===== config.mk =====
export PLATFORM = sky130hd
export DESIGN_NAME = mem_stage
export DESIGN_NICKNAME = d
export VERILOG_FILES = /design/src/rtl/mem_stage.sv
export SDC_FILE = /design/constraint.sdc
export NUM_CORES = 1
export LEC_CHECK = 0
export CAP_MARGIN = 5
export CELL_PAD_IN_SITES_DETAIL_PLACEMENT = 1
export CELL_PAD_IN_SITES_GLOBAL_PLACEMENT = 2
export CORE_MARGIN = 1.5
export CORE_UTILIZATION = 29
export CTS_BUF_LIST = sky130_fd_sc_hd__clkbuf_4 sky130_fd_sc_hd__clkbuf_8
export CTS_CLUSTER_DIAMETER = 100
export CTS_CLUSTER_SIZE = 14
export DETAILED_ROUTE_END_ITERATION = 7
export PLACE_DENSITY_LB_ADDON = 0.1
export SYNTH_ARGS = -nofsm -noshare
export SYNTH_HDL_FRONTEND = slang
export SYNTH_SLANG_ARGS = --single-unit
export TNS_END_PERCENT = 10

===== constraint.sdc =====
create_clock -name clk -period 2.3 [get_ports clk]
set_input_delay 0.69 -clock clk [delete_from_list [all_inputs] [get_ports clk]]
set_output_delay 0.69 -clock clk [all_outputs]
set_load 0.02 [all_outputs]

===== src/rtl/mem_stage.sv =====
// Memory-access pipeline stage: drives a single-outstanding data bus, formats
// load data and produces the MEM/WB register, with misalignment and timeout reporting.
module mem_stage #(
  parameter int unsigned TIMEOUT = 16
) (
  input  logic        clk,
  input  logic        rst,
  input  logic        in_MemWrite,
  input  logic        in_MemRead,
  input  logic        in_RegWrite,
  input  logic [4:0]  in_RegDest,
  input  logic        in_MemToReg,
  input  logic [2:0]  in_funct3,
  input  logic [31:0] in_result,
  input  logic [31:0] in_rs2_value,
  output logic        stall_req,
  output logic        dmem_req,
  output logic        dmem_we,
  output logic [31:0] dmem_addr,
  output logic [31:0] dmem_wdata,
  output logic [3:0]  dmem_wstrb,
  input  logic [31:0] dmem_rdata,
  input  logic        dmem_ready,
  output logic        wb_RegWrite,
  output logic [4:0]  wb_RegDest,
  output logic        wb_MemToReg,
  output logic [31:0] wb_data_out,
  output logic [31:0] wb_AluResult,
  output logic        misaligned,
  output logic        bus_error,
  output logic [31:0] err_addr
);

  localparam int unsigned CNT_W = $clog2(TIMEOUT);
  localparam logic [CNT_W-1:0] CNT_LAST = CNT_W'(TIMEOUT - 1);

  typedef enum logic [0:0] {
    ST_IDLE = 1'b0,
    ST_BUS  = 1'b1
  } state_e;

  state_e            state_q;
  logic [CNT_W-1:0]  cnt_q;

  logic              lat_we_q;
  logic              lat_rw_q;
  logic [4:0]        lat_rd_q;
  logic              lat_m2r_q;
  logic [2:0]        lat_f3_q;
  logic [31:0]       lat_addr_q;

  logic              dmem_req_q;
  logic              dmem_we_q;
  logic [31:0]       dmem_addr_q;
  logic [31:0]       dmem_wdata_q;
  logic [3:0]        dmem_wstrb_q;
  logic              wb_rw_q;
  logic [4:0]        wb_rd_q;
  logic              wb_m2r_q;
  logic [31:0]       wb_data_q;
  logic [31:0]       wb_alu_q;
  logic              misaligned_q;
  logic              bus_error_q;
  logic [31:0]       err_addr_q;

  logic              is_mem_d;
  logic              misalign_d;
  logic [3:0]        st_wstrb_d;
  logic [31:0]       st_wdata_d;
  logic [7:0]        ld_byte_d;
  logic [15:0]       ld_half_d;
  logic [31:0]       ld_data_d;

  // Access decode on the incoming instruction; funct3[1:0] 00=B, 01=H, else W.
  always_comb begin
    is_mem_d   = in_MemRead | in_MemWrite;
    misalign_d = 1'b0;
    st_wstrb_d = 4'b1111;
    st_wdata_d = in_rs2_value;
    unique case (in_funct3[1:0])
      2'b00: begin
        st_wstrb_d = 4'(4'b0001 << in_result[1:0]);
        st_wdata_d = {4{in_rs2_value[7:0]}};
      end
      2'b01: begin
        misalign_d = in_result[0];
        st_wstrb_d = in_result[1] ? 4'b1100 : 4'b0011;
        st_wdata_d = {2{in_rs2_value[15:0]}};
      end
      default: begin
        misalign_d = (in_result[1:0] != 2'b00);
      end
    endcase
  end

  // Load lane selection and sign/zero extension from the latched access.
  always_comb begin
    ld_byte_d = dmem_rdata[7:0];
    unique case (lat_addr_q[1:0])
      2'b00: ld_byte_d = dmem_rdata[7:0];
      2'b01: ld_byte_d = dmem_rdata[15:8];
      2'b10: ld_byte_d = dmem_rdata[23:16];
      2'b11: ld_byte_d = dmem_rdata[31:24];
    endcase
    ld_half_d = lat_addr_q[1] ? dmem_rdata[31:16] : dmem_rdata[15:0];
    unique case (lat_f3_q[1:0])
      2'b00:   ld_data_d = {{24{ld_byte_d[7] & ~lat_f3_q[2]}}, ld_byte_d};
      2'b01:   ld_data_d = {{16{ld_half_d[15] & ~lat_f3_q[2]}}, ld_half_d};
      default: ld_data_d = dmem_rdata;
    endcase
  end

  always_ff @(posedge clk or negedge rst) begin
    if (!rst) begin
      state_q      <= ST_IDLE;
      cnt_q        <= '0;
      lat_we_q     <= 1'b0;
      lat_rw_q     <= 1'b0;
      lat_rd_q     <= '0;
      lat_m2r_q    <= 1'b0;
      lat_f3_q     <= '0;
      lat_addr_q   <= '0;
      dmem_req_q   <= 1'b0;
      dmem_we_q    <= 1'b0;
      dmem_addr_q  <= '0;
      dmem_wdata_q <= '0;
      dmem_wstrb_q <= '0;
      wb_rw_q      <= 1'b0;
      wb_rd_q      <= '0;
      wb_m2r_q     <= 1'b0;
      wb_data_q    <= '0;
      wb_alu_q     <= '0;
      misaligned_q <= 1'b0;
      bus_error_q  <= 1'b0;
      err_addr_q   <= '0;
    end else begin
      misaligned_q <= 1'b0;
      bus_error_q  <= 1'b0;
      unique case (state_q)
        ST_IDLE: begin
          if (!is_mem_d) begin
            wb_rw_q   <= in_RegWrite;
            wb_rd_q   <= in_RegDest;
            wb_m2r_q  <= in_MemToReg;
            wb_alu_q  <= in_result;
            wb_data_q <= '0;
          end else if (misalign_d) begin
            misaligned_q <= 1'b1;
            err_addr_q   <= in_result;
            wb_rw_q      <= 1'b0;
          end else begin
            lat_we_q     <= in_MemWrite;
            lat_rw_q     <= in_RegWrite;
            lat_rd_q     <= in_RegDest;
            lat_m2r_q    <= in_MemToReg;
            lat_f3_q     <= in_funct3;
            lat_addr_q   <= in_result;
            dmem_req_q   <= 1'b1;
            dmem_we_q    <= in_MemWrite;
            dmem_addr_q  <= {in_result[31:2], 2'b00};
            dmem_wstrb_q <= in_MemWrite ? st_wstrb_d : 4'b0000;
            if (in_MemWrite) begin
              dmem_wdata_q <= st_wdata_d;
            end
            cnt_q        <= '0;
            wb_rw_q      <= 1'b0;
            state_q      <= ST_BUS;
          end
        end
        ST_BUS: begin
          // Ready takes priority over a timeout landing on the same cycle.
          if (dmem_ready) begin
            dmem_req_q <= 1'b0;
            if (!lat_we_q) begin
              wb_data_q <= ld_data_d;
            end
            wb_rw_q  <= lat_rw_q & ~lat_we_q;
            wb_rd_q  <= lat_rd_q;
            wb_m2r_q <= lat_m2r_q;
            wb_alu_q <= lat_addr_q;
            state_q  <= ST_IDLE;
          end else if (cnt_q == CNT_LAST) begin
            dmem_req_q  <= 1'b0;
            bus_error_q <= 1'b1;
            err_addr_q  <= lat_addr_q;
            wb_rw_q     <= 1'b0;
            state_q     <= ST_IDLE;
          end else begin
            cnt_q <= cnt_q + CNT_W'(1);
          end
        end
      endcase
    end
  end

  assign stall_req    = (state_q == ST_BUS);
  assign dmem_req     = dmem_req_q;
  assign dmem_we      = dmem_we_q;
  assign dmem_addr    = dmem_addr_q;
  assign dmem_wdata   = dmem_wdata_q;
  assign dmem_wstrb   = dmem_wstrb_q;
  assign wb_RegWrite  = wb_rw_q;
  assign wb_RegDest   = wb_rd_q;
  assign wb_MemToReg  = wb_m2r_q;
  assign wb_data_out  = wb_data_q;
  assign wb_AluResult = wb_alu_q;
  assign misaligned   = misaligned_q;
  assign bus_error    = bus_error_q;
  assign err_addr     = err_addr_q;

endmodule


# After elaboration in Yosys (flattened, before gate mapping)
# Cells that the tools add are included.
# classes
n_mux	50
n_addsub	1
bitwise	8
eq_ne	16
n_reduce_logical	11
shift	1
# ops
op	n
$pmux W32 S2	5
$mux W32	9
$pmux W8 S4	1
$mux W4	6
$mux W1	18
$mux W16	1
$ne A2 B2 Y1 const B	8
$pmux W4 S2	2
$reduce_and A4 Y1	3
$mux W5	2
$pmux W1 S2	5
$pmux W5 S2	1
$reduce_and A3 Y1	3
$eq A2 B1 Y1 const B	3
$logic_not A2 Y1	3
$add A4 B1 Y4 const B	1
$eq A2 B2 Y1 const B	2
$eq A4 B4 Y1 const B	1
$not A1 Y1	4
$shl A1 B2 Y4 const A	1
$and A1 B1 Y1	3
$ne A3 B2 Y1 const B	1
$ne A2 B1 Y1 const B	1
$reduce_and A2 Y1	1
other kinds (2)	2
# totals
wordCells	107
reg_bits	220

# Depth between registers and ports, before layout
# logic_depth
word_depth	7
ltp_mapped	7
ltp_nobuf	5

# Worst setup path after synthesis
# Ideal clock, no wire load.
# synth_path
path_type	input -> register
start	input port dmem_rdata[31]
end	register wb_data_q[22] (netlist: wb_data_out[22])
setup_slack_ns	0.325
n_path_buf	1
setup_time_ns	0.127
t_arrival_ns	1.848
cell_stages	5
path_cell_list	mux2_2 a22oi_4 a2111oi_4 buf_6 a221o_2
# synth_via
elab_chain_len	6
# synth_lines
item	line_no	text
start, declared	22	input logic [31:0] dmem_rdata,
$pmux W8 S4 or $mux W16 (tied branches)	99, 105	
$and A1 B1 Y1 (on tied branches)	107, 108	
$pmux W32 S2 (*)	106	unique case (lat_f3_q[1:0])
$mux W32 (*)	174	if (!lat_we_q) begin
$mux W32 (*)	172	if (dmem_ready) begin
$pmux W32 S2 (*)	139	unique case (state_q)
end signal, assigned	175	wb_data_q <= ld_data_d;
end, declared	60	logic [31:0] wb_data_q;
# Every way passes the cells marked *; elsewhere a longest branch is shown, timed or not. The select of a mux whose other input is x is not followed.
# A chain may end at the register's enable or synchronous reset.

# Worst setup path in the final report
# layout_path
start	input port dmem_rdata[31]
end	register wb_data_q[16] (netlist: wb_data_out[16])
# Same word-level chain as after synthesis.

==> flow_metrics.env <==
export IMPL_status="completed"
export IMPL_min_period_ns=2.26
export IMPL_rows=62
export IMPL_place_area_sq_um=12000
export IMPL_maxCapViolCount=0
export IMPL_grt_ovfl_total=0
export IMPL_nFillCells=3129
export IMPL_timing_final_ws_setup_ns=0.0427
export IMPL_synth_seq_cells=190
export IMPL_gp_congestion=0.725
export IMPL_timing_hold_ws_ns=0.0822
export IMPL_final_max_slew_viol_count=0
export IMPL_antenna_found_initial=0
export IMPL_syn_area_sq_um=8490
export IMPL_cts_sinks=190
export IMPL_rr_worst_depth=4
export IMPL_grt_pass1_vias=7166
export IMPL_pre_cts_slack_ns=-0.504
export IMPL_syn_inst=761
export IMPL_synth_cell_type_count=46
export IMPL_dpl_cell_count=1404
export IMPL_worst_path_max_fanout=16
export IMPL_die_area_sq_um=30300
export IMPL_clock_latency_ns=0.46
export IMPL_slew_headroom=0.363
export IMPL_ant_nets=0
export IMPL_die_h_um=174
export IMPL_worst_ep_required_time_ns=2.69
export IMPL_reg2reg_to="wb_data_out[16]"
export IMPL_cts_tree="built"
export IMPL_ys_async_sr_fraction=1.00
export IMPL_firstDrtPassIters=4
export IMPL_worst_pin_slew_ns=0.956
export IMPL_rsz0062_at_grt="no"
export IMPL_finalClockSkew_ns=0.0171
export IMPL_synth_top_area_share=0.560
export IMPL_clock_path_buffers=2
export IMPL_synth_flop_cell="dfrtp_1"
export IMPL_crit_path_end_kind="register"
export IMPL_r2r_start="lat_addr_q[0]"
export IMPL_synth_seq_area_share=0.560
export IMPL_setup_viol=0
export IMPL_wl_um=26600
export IMPL_grt_pass1_wl_um=41800
export IMPL_syn_area_per_cell_sq_um=11.2
export IMPL_fin_area_sq_um=12400
export IMPL_fin_cells=1435
export IMPL_syn_to_final_growth_pct=45.7
export IMPL_power_density_nw_per_um2=1120
export IMPL_cts_root_buf="clkbuf_8"
export IMPL_vias=6779
export IMPL_crit_start="dmem_rdata[31]"
export IMPL_n_antenna_cell=0
export IMPL_yosys_top_cells_area="dfrtp_1 56%, mux2_2 8.0%, mux2i_1 7.3%"
export IMPL_yosysMostFrequentCell="dfrtp_1"
export IMPL_via_per_inst=4.72
export IMPL_wl_per_cell_um=18.5
export IMPL_startpoint_type="primary input"
export IMPL_power_leakage_nw=5.18
export IMPL_hold_viol=0
export IMPL_core_sq_um=28800
export IMPL_ctsHtreeMaxLevel=4
export IMPL_grt_max_degree=57
export IMPL_dp_hpwl_um=19600
export IMPL_pin_count=287
export IMPL_io_buffers=284
export IMPL_drtIter0Drc=331
export IMPL_min_period_over_period=0.981
export IMPL_layout_drive_gt1_share=0.168
export IMPL_criticalPathCategory="primary input to register"
export IMPL_grt_total_usage=0.177
export IMPL_vdd_drop_max_mv=0.417
export IMPL_ff2ff_setup_slack_ns=0.27
export IMPL_yosysWarnings=0
export IMPL_hp_class="primary input to async pin"
export IMPL_numCtsBuffers=17
export IMPL_finalNetCount=1151
export IMPL_cts_clk_slew_worst_paths_ns=0.11
export IMPL_timing_fmax_mhz=443
export IMPL_synth_edff_count=0
export IMPL_die_w_um=174
export IMPL_route_detailed_drc=0
export IMPL_initial_utilization=0.295
export IMPL_yosysTopAreaCell="dfrtp_1"
export IMPL_synth_commonest_cells="190 x dfrtp_1, 117 x a21oi_1, 62 x mux2i_1"
export IMPL_arrival_ns=2.65
-- cells in the final DEF, fill, tap and decap left out, types with 12 or more instances in the layout --
cell / n
clkdlybuf4s50_1: 282
o21ai_0: 56
a21oi_1: 116
buf_4: 46
buf_12: 12
dfrtp_1: 189
mux2i_1: 62
nor2_1: 52
clkbuf_8: 18
nand2_1: 55
a221o_2: 16
mux2_2: 60
-- final cells by class --
cell class / instances / area (sq um) / share of cell area
well taps: 384 / 480 / 0.0389
clock inverters: 13 / 128 / 0.0103
repair buffers: 342 / 3430 / 0.278
flip-flops and latches: 190 / 4760 / 0.385
inverters: 4 / 15.0 / 0.00121
multi-input cells: 484 / 3310 / 0.268
clock buffers: 18 / 241 / 0.0195
-- flip-flops by register name, indices dropped and copies added, names as in the netlist --
signal,cells
wb_MemToReg,1
wb_RegDest,5
lat_addr_q,31
dmem_wdata,32
dmem_we,1
wb_RegWrite,1
lat_f3_q,3
wb_AluResult,32
misaligned,1
lat_m2r_q,1
lat_rw_q,1
bus_error,1
dmem_wstrb,4
stall_req,1
wb_data_out,32
dmem_req,1
cnt_q,4
err_addr,32
lat_rd_q,5
dmem_addr,1
-- cell families after synthesis --
group                    after synthesis  synth area share
adder cells (fa/ha/maj)                1           0.00147
XOR/XNOR                               2           0.00206
flip-flops                           190             0.560
multiplexers                         122             0.153
other                                  1          0.000442
AND/OR/NAND/NOR                      138            0.0692
buffers and inverters                 88            0.0577
AO/OA/AOI/OAI                        219             0.156
-- per-stage QoR --
step | total power, mW | TNS [ns] | util
3_3_place_gp | 11.7 | -34.16 | 0.416
6_report | 13.8 | 0 | 0.429
2_1_floorplan | 8.56 | 0 | -
3_5_place_dp | 11.8 | -36.20 | 0.416
5_1_grt | 14.6 | 0 | 0.429
4_1_cts | 14.0 | 0 | 0.429
-- layer usage --
metal	vias up	GRT usage	share of wire
li1	3209	-	-
met5	-	0	0
met2	186	0.285	0.46
met1	3375	0.238	0.47
met3	9	0.0501	0.060
met4	0	0.0356	0.0053
-- critical path: stages --
cell and delay, ns:
clkdlybuf4s50_1 0.52, mux2_2 0.20, a22oi_4 0.09, a2111oi_4 0.90, a221o_2 0.24
-- repair_timing --
action | in CTS | in global routing
gates cloned | 0 | 0
gates resized for setup | 1 | 2
endpoints found under the setup margin | 1 | 27
buffers inserted | 0 | 0
hold buffers | 0 | 0
hold endpoints to repair | 0 | 0
-- power breakdown --
part / switching (mW) / internal [mW] / total [mW]
sequential: 0.758 / 4.49 / 5.25
combinational: 3.28 / 3.11 / 6.40
clock: 1.34 / 0.805 / 2.15
total: 5.39 / 8.41 / 13.8
-- worst max path at each step --
stage | endpoint
final | wb_data_out[16]
after global routing | wb_data_out[31]
after global placement | wb_data_out[8]
after CTS | wb_data_out[11]
after detailed placement | wb_data_out[11]
after floorplan | wb_data_out[22]
Power figures use the tool's default switching activity.
